$ cat src/rtl/seg_scan_ctrl.sv
// Eight-digit seven-segment scan controller: steps the digit select, drives the
// active-low anodes with a blanking gap per slot, and double-buffers the display value.
// All outputs registered; anodes are decoded from next-state so they align with cnt/sel.
module seg_scan_ctrl #(
  parameter int CLK_DIV   = 100000,
  parameter int BLANK_CYC = 1000
) (
  input  logic        clk,
  input  logic        rst,
  input  logic        load,
  input  logic [31:0] data_in,
  input  logic        blank_lz,
  output logic [31:0] disp_data,
  output logic [2:0]  sel,
  output logic [7:0]  an,
  output logic        pending,
  output logic        frame_done
);

  localparam int CW = $clog2(CLK_DIV);
  localparam logic [CW-1:0] CNT_LAST  = CW'(CLK_DIV - 1);
  localparam logic [CW-1:0] BLANK_END = CW'(BLANK_CYC);

  // Slot phase decoded from the counter
  localparam logic [0:0] PH_BLANK = 1'b0;
  localparam logic [0:0] PH_DRIVE = 1'b1;

  logic [CW-1:0] cnt_q, cnt_d;
  logic [2:0]    sel_q, sel_d;
  logic [7:0]    an_q, an_d;
  logic [31:0]   disp_q, disp_d;
  logic [31:0]   shadow_q, shadow_d;
  logic          pend_q, pend_d;
  logic          fd_q, fd_d;
  logic [0:0]    phase_d;
  logic          slot_end;
  logic          frame_end;

  // A digit above the ones place is dark when it and every more significant digit are zero.
  function automatic logic lz_blank(input logic [31:0] val, input logic [2:0] idx,
                                    input logic en);
    logic upper_zero;
    upper_zero = 1'b1;
    for (int k = 0; k < 8; k++) begin
      if (k >= int'(idx)) upper_zero = upper_zero & (val[4*k +: 4] == 4'h0);
    end
    return en && (idx != 3'd0) && upper_zero;
  endfunction

  assign slot_end  = (cnt_q == CNT_LAST);
  assign frame_end = slot_end && (sel_q == 3'd7);

  // Next-state: slot/digit stepping, buffer swap at the frame wrap, and anode decode
  always_comb begin
    cnt_d    = slot_end ? '0 : cnt_q + CW'(1);
    sel_d    = slot_end ? sel_q + 3'd1 : sel_q;
    shadow_d = load ? data_in : shadow_q;
    disp_d   = disp_q;
    pend_d   = pend_q;
    fd_d     = frame_end;
    if (frame_end) begin
      // A load landing on the wrap edge is newer than anything in the shadow.
      if (load)        disp_d = data_in;
      else if (pend_q) disp_d = shadow_q;
      pend_d = 1'b0;
    end else if (load) begin
      pend_d = 1'b1;
    end
    phase_d = (cnt_d < BLANK_END) ? PH_BLANK : PH_DRIVE;
    an_d    = 8'hFF;
    if (phase_d == PH_DRIVE && !lz_blank(disp_d, sel_d, blank_lz)) begin
      an_d = ~(8'd1 << sel_d);
    end
  end

  // State registers; reset aborts the scan and drops any pending value
  always_ff @(posedge clk) begin
    if (rst) begin
      cnt_q    <= '0;
      sel_q    <= 3'd0;
      an_q     <= 8'hFF;
      disp_q   <= 32'd0;
      shadow_q <= 32'd0;
      pend_q   <= 1'b0;
      fd_q     <= 1'b0;
    end else begin
      cnt_q    <= cnt_d;
      sel_q    <= sel_d;
      an_q     <= an_d;
      disp_q   <= disp_d;
      shadow_q <= shadow_d;
      pend_q   <= pend_d;
      fd_q     <= fd_d;
    end
  end

  assign disp_data  = disp_q;
  assign sel        = sel_q;
  assign an         = an_q;
  assign pending    = pend_q;
  assign frame_done = fd_q;

endmodule

$ cat config.mk
export PLATFORM = sky130hd
export DESIGN_NAME = seg_scan_ctrl
export DESIGN_NICKNAME = d
export VERILOG_FILES = /design/src/rtl/seg_scan_ctrl.sv
export SDC_FILE = /design/constraint.sdc
export NUM_CORES = 1
export LEC_CHECK = 0
export BUFFER_PORTS_ARGS = -buffer_cell sky130_fd_sc_hd__buf_2
export CAP_MARGIN = 20
export CORE_ASPECT_RATIO = 0.7
export CORE_MARGIN = 8
export CORE_UTILIZATION = 50
export DETAILED_ROUTE_END_ITERATION = 12
export PLACE_DENSITY = 0.7
export SLEW_MARGIN = 10
export SYNTH_ARGS = -nofsm -noshare
export SYNTH_HDL_FRONTEND = slang
export SYNTH_SLANG_ARGS = --single-unit
$ cat constraint.sdc
create_clock -name clk -period 6.5 [get_ports clk]
set_clock_uncertainty 0.15 [all_clocks]
set_input_delay 0.325 -clock clk [delete_from_list [all_inputs] [get_ports clk]]
set_output_delay 0.325 -clock clk [all_outputs]
set_load 0.02 [all_outputs]
### Yosys cells after proc, flatten, opt, wreduce, memory -nomap -nowiden

Cells that the tools add are included.

* output and inout port bits: 45
* input port bits: 36
* logic and storage cells: 58
* register bits after elaboration: 94

* reductions and logical operators: 16
* bitwise gates (word level): 9
* magnitude comparators: 8
* shift operators: 1
* add/sub/neg operators: 2
* equal/unequal tests: 2
* muxes and demuxes: 13

Operators with widths (number)
* $mux 32: 3
* $logic_not 4->1: 8
* $add 17x1->17 const B: 1
* $eq 17x17->1 const B: 1
* $lt 17x10->1 const B: 1
* $mux 17: 1
* $ge 3x3->1 const A: 3
* $mux 1: 8
* $not 8->8: 1
* $shl 1x3->8 const A: 1
* $and 1x1->1: 7
* $ge 1x3->1 const A: 2
* $ge 2x3->1 const A: 2
* $logic_and 1x1->1: 4
* $reduce_or 2->1: 2
* $add 3x1->3 const B: 1
* $eq 3x3->1 const B: 1
* $mux 3: 1
* $reduce_bool 3->1: 1
* $logic_not 1->1: 1
* $not 1->1: 1

### Longest topological paths before layout

* depth after elaboration: 23
* gate-level depth with buffers: 11
* gate-level depth less buffers: 9

### Worst setup path after synthesis

OpenSTA, ideal clock, no wires.

* path type: register to register
* start: register cnt_q[0]
* end: register an_q[1] (netlist: an[1])
* slack: 3.063 ns
* data required time: 6.288 ns
* path buffers: 1
* setup time: 0.062 ns
* arrival time: 3.225 ns
* clock period less this slack: 3.437 ns
* stages on the path, launching flop included: 11
* cell sequence: dfxtp_1 > ha_1 > nand3_4 > or4_4 > or3_1 > buf_6 > mux2i_1 > a32o_1 > or4_4 > or4_4 > nand3_1

* longest elaborated chain between the ends: 23
* elaborated cells on any way between the ends: 46
* classes of those cells: add/sub: 1; order compare: 8; eq/ne: 1; shift: 1; mux: 11; bitwise: 9; reduce/logical: 15

Ends and longest elaborated chain
* from (decl): RTL line 28 `logic [CW-1:0] cnt_q, cnt_d;`
* from (signal assigned): RTL line 87 `cnt_q <= cnt_d;`
* branches (longest 23 deep; another with $ge 1x3->1)
* to (signal assigned): RTL line 89 `an_q <= an_d;`
* to (decl): RTL line 30 `logic [7:0] an_q, an_d;`

Several ways; the timed one is not identified.
A chain may end at the register's enable or synchronous reset.

### Worst setup path after layout

* start: register cnt_q[0]
* end: register an_q[3] (netlist: an[3])

Same word-level chain as after synthesis.

==> reports/metrics.yaml <==
global_route:
  grtUsageMet2: 0.2671
  antenna_found_initial: 0
  grt_use_met3: 0.06081
  overflow: 0
  grt_start_max_net_pins: 77
  grt_pass1_wl_um: 17490
  top_usage_layer: "met2"
  grt_pass1_vias: 3638
  grt_usage: 0.1817
  use_met1: 0.2471
setup_path:
  required_ns: 6.63
  cp_num_buf_inv: 0
  worstSetupStartpointType: "flop"
  cp.depth: 9
  path_max_fanout: 59
  cp-end-kind: "flop"
  cp_slowest_stage_delay_ns: 0.90
  path_class: "reg2reg"
  ff2ff_path_depth: 9
  r2r-end: "an[3]"
  r2r_start: "cnt_q[0]"
  r2r_slack_ns: 2.38
  worst_path_dominant_cell_family: "simple AND/OR/NAND/NOR gates"
  crit_arrival_ns: 4.26
  crit_top_cell: "or4_4"
  crit_path_top_delay_cell: "or3_2"
  worstPathCellList: "ha_1, nand3_4, or4_4, or3_2, mux2i_1, a32o_1, or4_4, or4_4, nand3_1"
timing:
  rsz0062_at_grt: "false"
  timing.fmax_ghz: 0.2426
  maxSlewHeadroom: 0.3318
  period_minus_slack_ns: 4.122
  slew_violations: 0
  hold_viol_final: 0
  worst_pin_slew_ns: 1.002
  tns_ns: 0
  setup_viol: 0
  hold_slack_ns: 0.1040
  final.period_utilization: 0.6342
logic_synthesis:
  postSynthAreaPerCell_sq_um: 8.377
  synthCells: 505
  synth_top_cell_by_area: "dfxtp_1"
  yosysUniqueCellTypes: 46
  synth-seq-cells: 94
  synth-warning-count: 0
  syn-num-nets: 544
  synth_top_area_share: 0.4448
  synth_area_leaders: "dfxtp_1 (44%), nor2_1 (11%), mux2i_1 (9.7%)"
  syn_area_sq_um: 4230
  seq_area_frac_synth: 0.4448
detailed_routing:
  ant_nets: 0
  remaining_drc_errors: 0
  vias: 3796
  post_drt_wl_per_cell_um: 15.49
  drt_first_pass_iters: 5
  wirelength_um: 10550
  routed_via_density: 5.574
  drtIter0Drc: 323
pwr:
  p_leak_nw: 2.082
  power_density_nw_per_um2: 240.8
  peakVddDrop_mv: 0.1557
hold_path:
  holdCritStartpoint: "data_in[3]"
  hold_class: "in2reg"
  whs_path_depth: 3
  holdPathEnd: "shadow_q[3]"
layout:
  area_delta_synth_final_pct: 17.33
  diodes: 0
  layout_commonest_cell: "nor2_1"
  layout-drive-gt1-share: 0.1944
  num-nets-final: 610
  final_cell_mix: "nor2_1 (121), dfxtp_1 (94), buf_2 (80), a21oi_1 (46), mux2i_1 (41)"
cts:
  cts_setup_buffers: 0
  cts-buffers-inserted: 9
  cts-root-buf: "clkbuf_16"
  cts_max_level: 3
  cts.clk_slew.worst_paths_ns: 0.06
  cts_resized: 0
  cts_hold_buf: 0
  clkSinkCount: 94
  clk_path_buf_depth: 2
  clkLatencyLatePin_ns: 0.34
  cts_tree: "done"
die:
  start_util: 0.5074
  fp-row-count: 28
  die_x_um: 125.9
  core_sq_um: 8338
  ios: 81
  dieArea_sq_um: 11710
  die_h_um: 92.96
run:
  maxCapViolCount: 0
placement:
  place_congestion: 0.8526
  dpl.hpwl_um: 7762
  io_buffers: 80
status:
  status: "completed"
==> per-layer routing <==
layer,part of all wire,up-vias
li1,-,1909
met1,0.50,1772
met2,0.42,103
met3,0.068,12
met4,0.012,0
met5,0,-
==> synthesized netlist by cell type, drive strengths merged <==
master and n:
a221oi 1, or4 9, nand3b 1, o21ai 12, dfxtp 94, and4 4, mux2 4, clkbuf 24
or3b 1, mux2i 41, xor2 6, nor4 13, nor2 123, nand2 29, buf 3, nand2b 8
inv 4, and3b 2, a32oi 1, nor3b 1, a211oi 7, xnor2 7, o32ai 2, nor2b 2
nand4b 2, a21oi 46, ha 3, nand3 14, a32o 1, nand4 5, nor4b 1, a22oi 3
nor3 18, or2 1, o211ai 2, and3 5, a31oi 1, or3 1, and2 3
==> cell families (layout without fill, tap and decap cells) <==
| family | count (synthesis) | count (layout) | synth area share |
|---|---|---|---|
| buffers and inverters | 31 | 102 | 0.03105 |
| muxes | 45 | 45 | 0.1077 |
| AOI/OAI and AO/OA | 76 | 76 | 0.1020 |
| xor gates and xnor gates | 13 | 13 | 0.02692 |
| adders and majority gates | 3 | 3 | 0.008874 |
| DFF | 94 | 94 | 0.4448 |
| and+or+nand+nor | 243 | 243 | 0.2786 |
==> registers in the layout, indices dropped and copies added (netlist names) <==
| signal | flops |
|---|---|
| shadow_q | 32 |
| frame_done | 1 |
| cnt_q | 17 |
| disp_data | 32 |
| sel | 3 |
| pending | 1 |
| an | 8 |
==> report_power, final <==
group / switching [W] / internal, W / total (W)
Clock: 0.000218 / 0.000309 / 0.000527
Sequential: 0.00000884 / 0.000590 / 0.000598
Combinational: 0.0000411 / 0.0000289 / 0.0000700
Total: 0.000268 / 0.000927 / 0.00120
==> area by class of cell <==
type	count	area (sq um)
clock buffers	11	242.7
fillers	755	3374
multi-input cells	380	2218
inverters	4	15.01
well taps	105	131.4
flip-flops and latches	94	1882
clock inverters	5	58.81
repair buffers	82	415.4
==> per-stage QoR <==
step                      instances    util  power [W]  setup slack, ns  instance area [sq um]
after floorplan                 505       -  0.0006552            3.063                   4230
after global placement          665  0.5591  0.0006790            2.438                   4662
after detailed placement        665  0.5591  0.0006810            2.373                   4662
after CTS                       681  0.5953   0.001207            2.367                   4964
after global routing            681  0.5953   0.001238            2.178                   4964
final                           681  0.5953   0.001195            2.378                   4964
==> worst max path at each step <==
| stage | start | endpoint | slack, ns |
|---|---|---|---|
| floorplan | cnt_q[0] | an[1] | 3.06 |
| global placement | cnt_q[0] | an[1] | 2.44 |
| detailed placement | cnt_q[0] | an[3] | 2.37 |
| CTS | cnt_q[0] | an[3] | 2.37 |
| global route | cnt_q[0] | an[3] | 2.18 |
| finish | cnt_q[0] | an[3] | 2.38 |
==> worst reg2reg max path: stages, from the launching register on <==
cell	delay, ns
dfxtp_1	0.37
ha_1	0.26
nand3_4	0.13
or4_4	0.55
or3_2	0.90
mux2i_1	0.24
a32o_1	0.25
or4_4	0.55
or4_4	0.57
nand3_1	0.10
(Power assumes the default switching activity.)
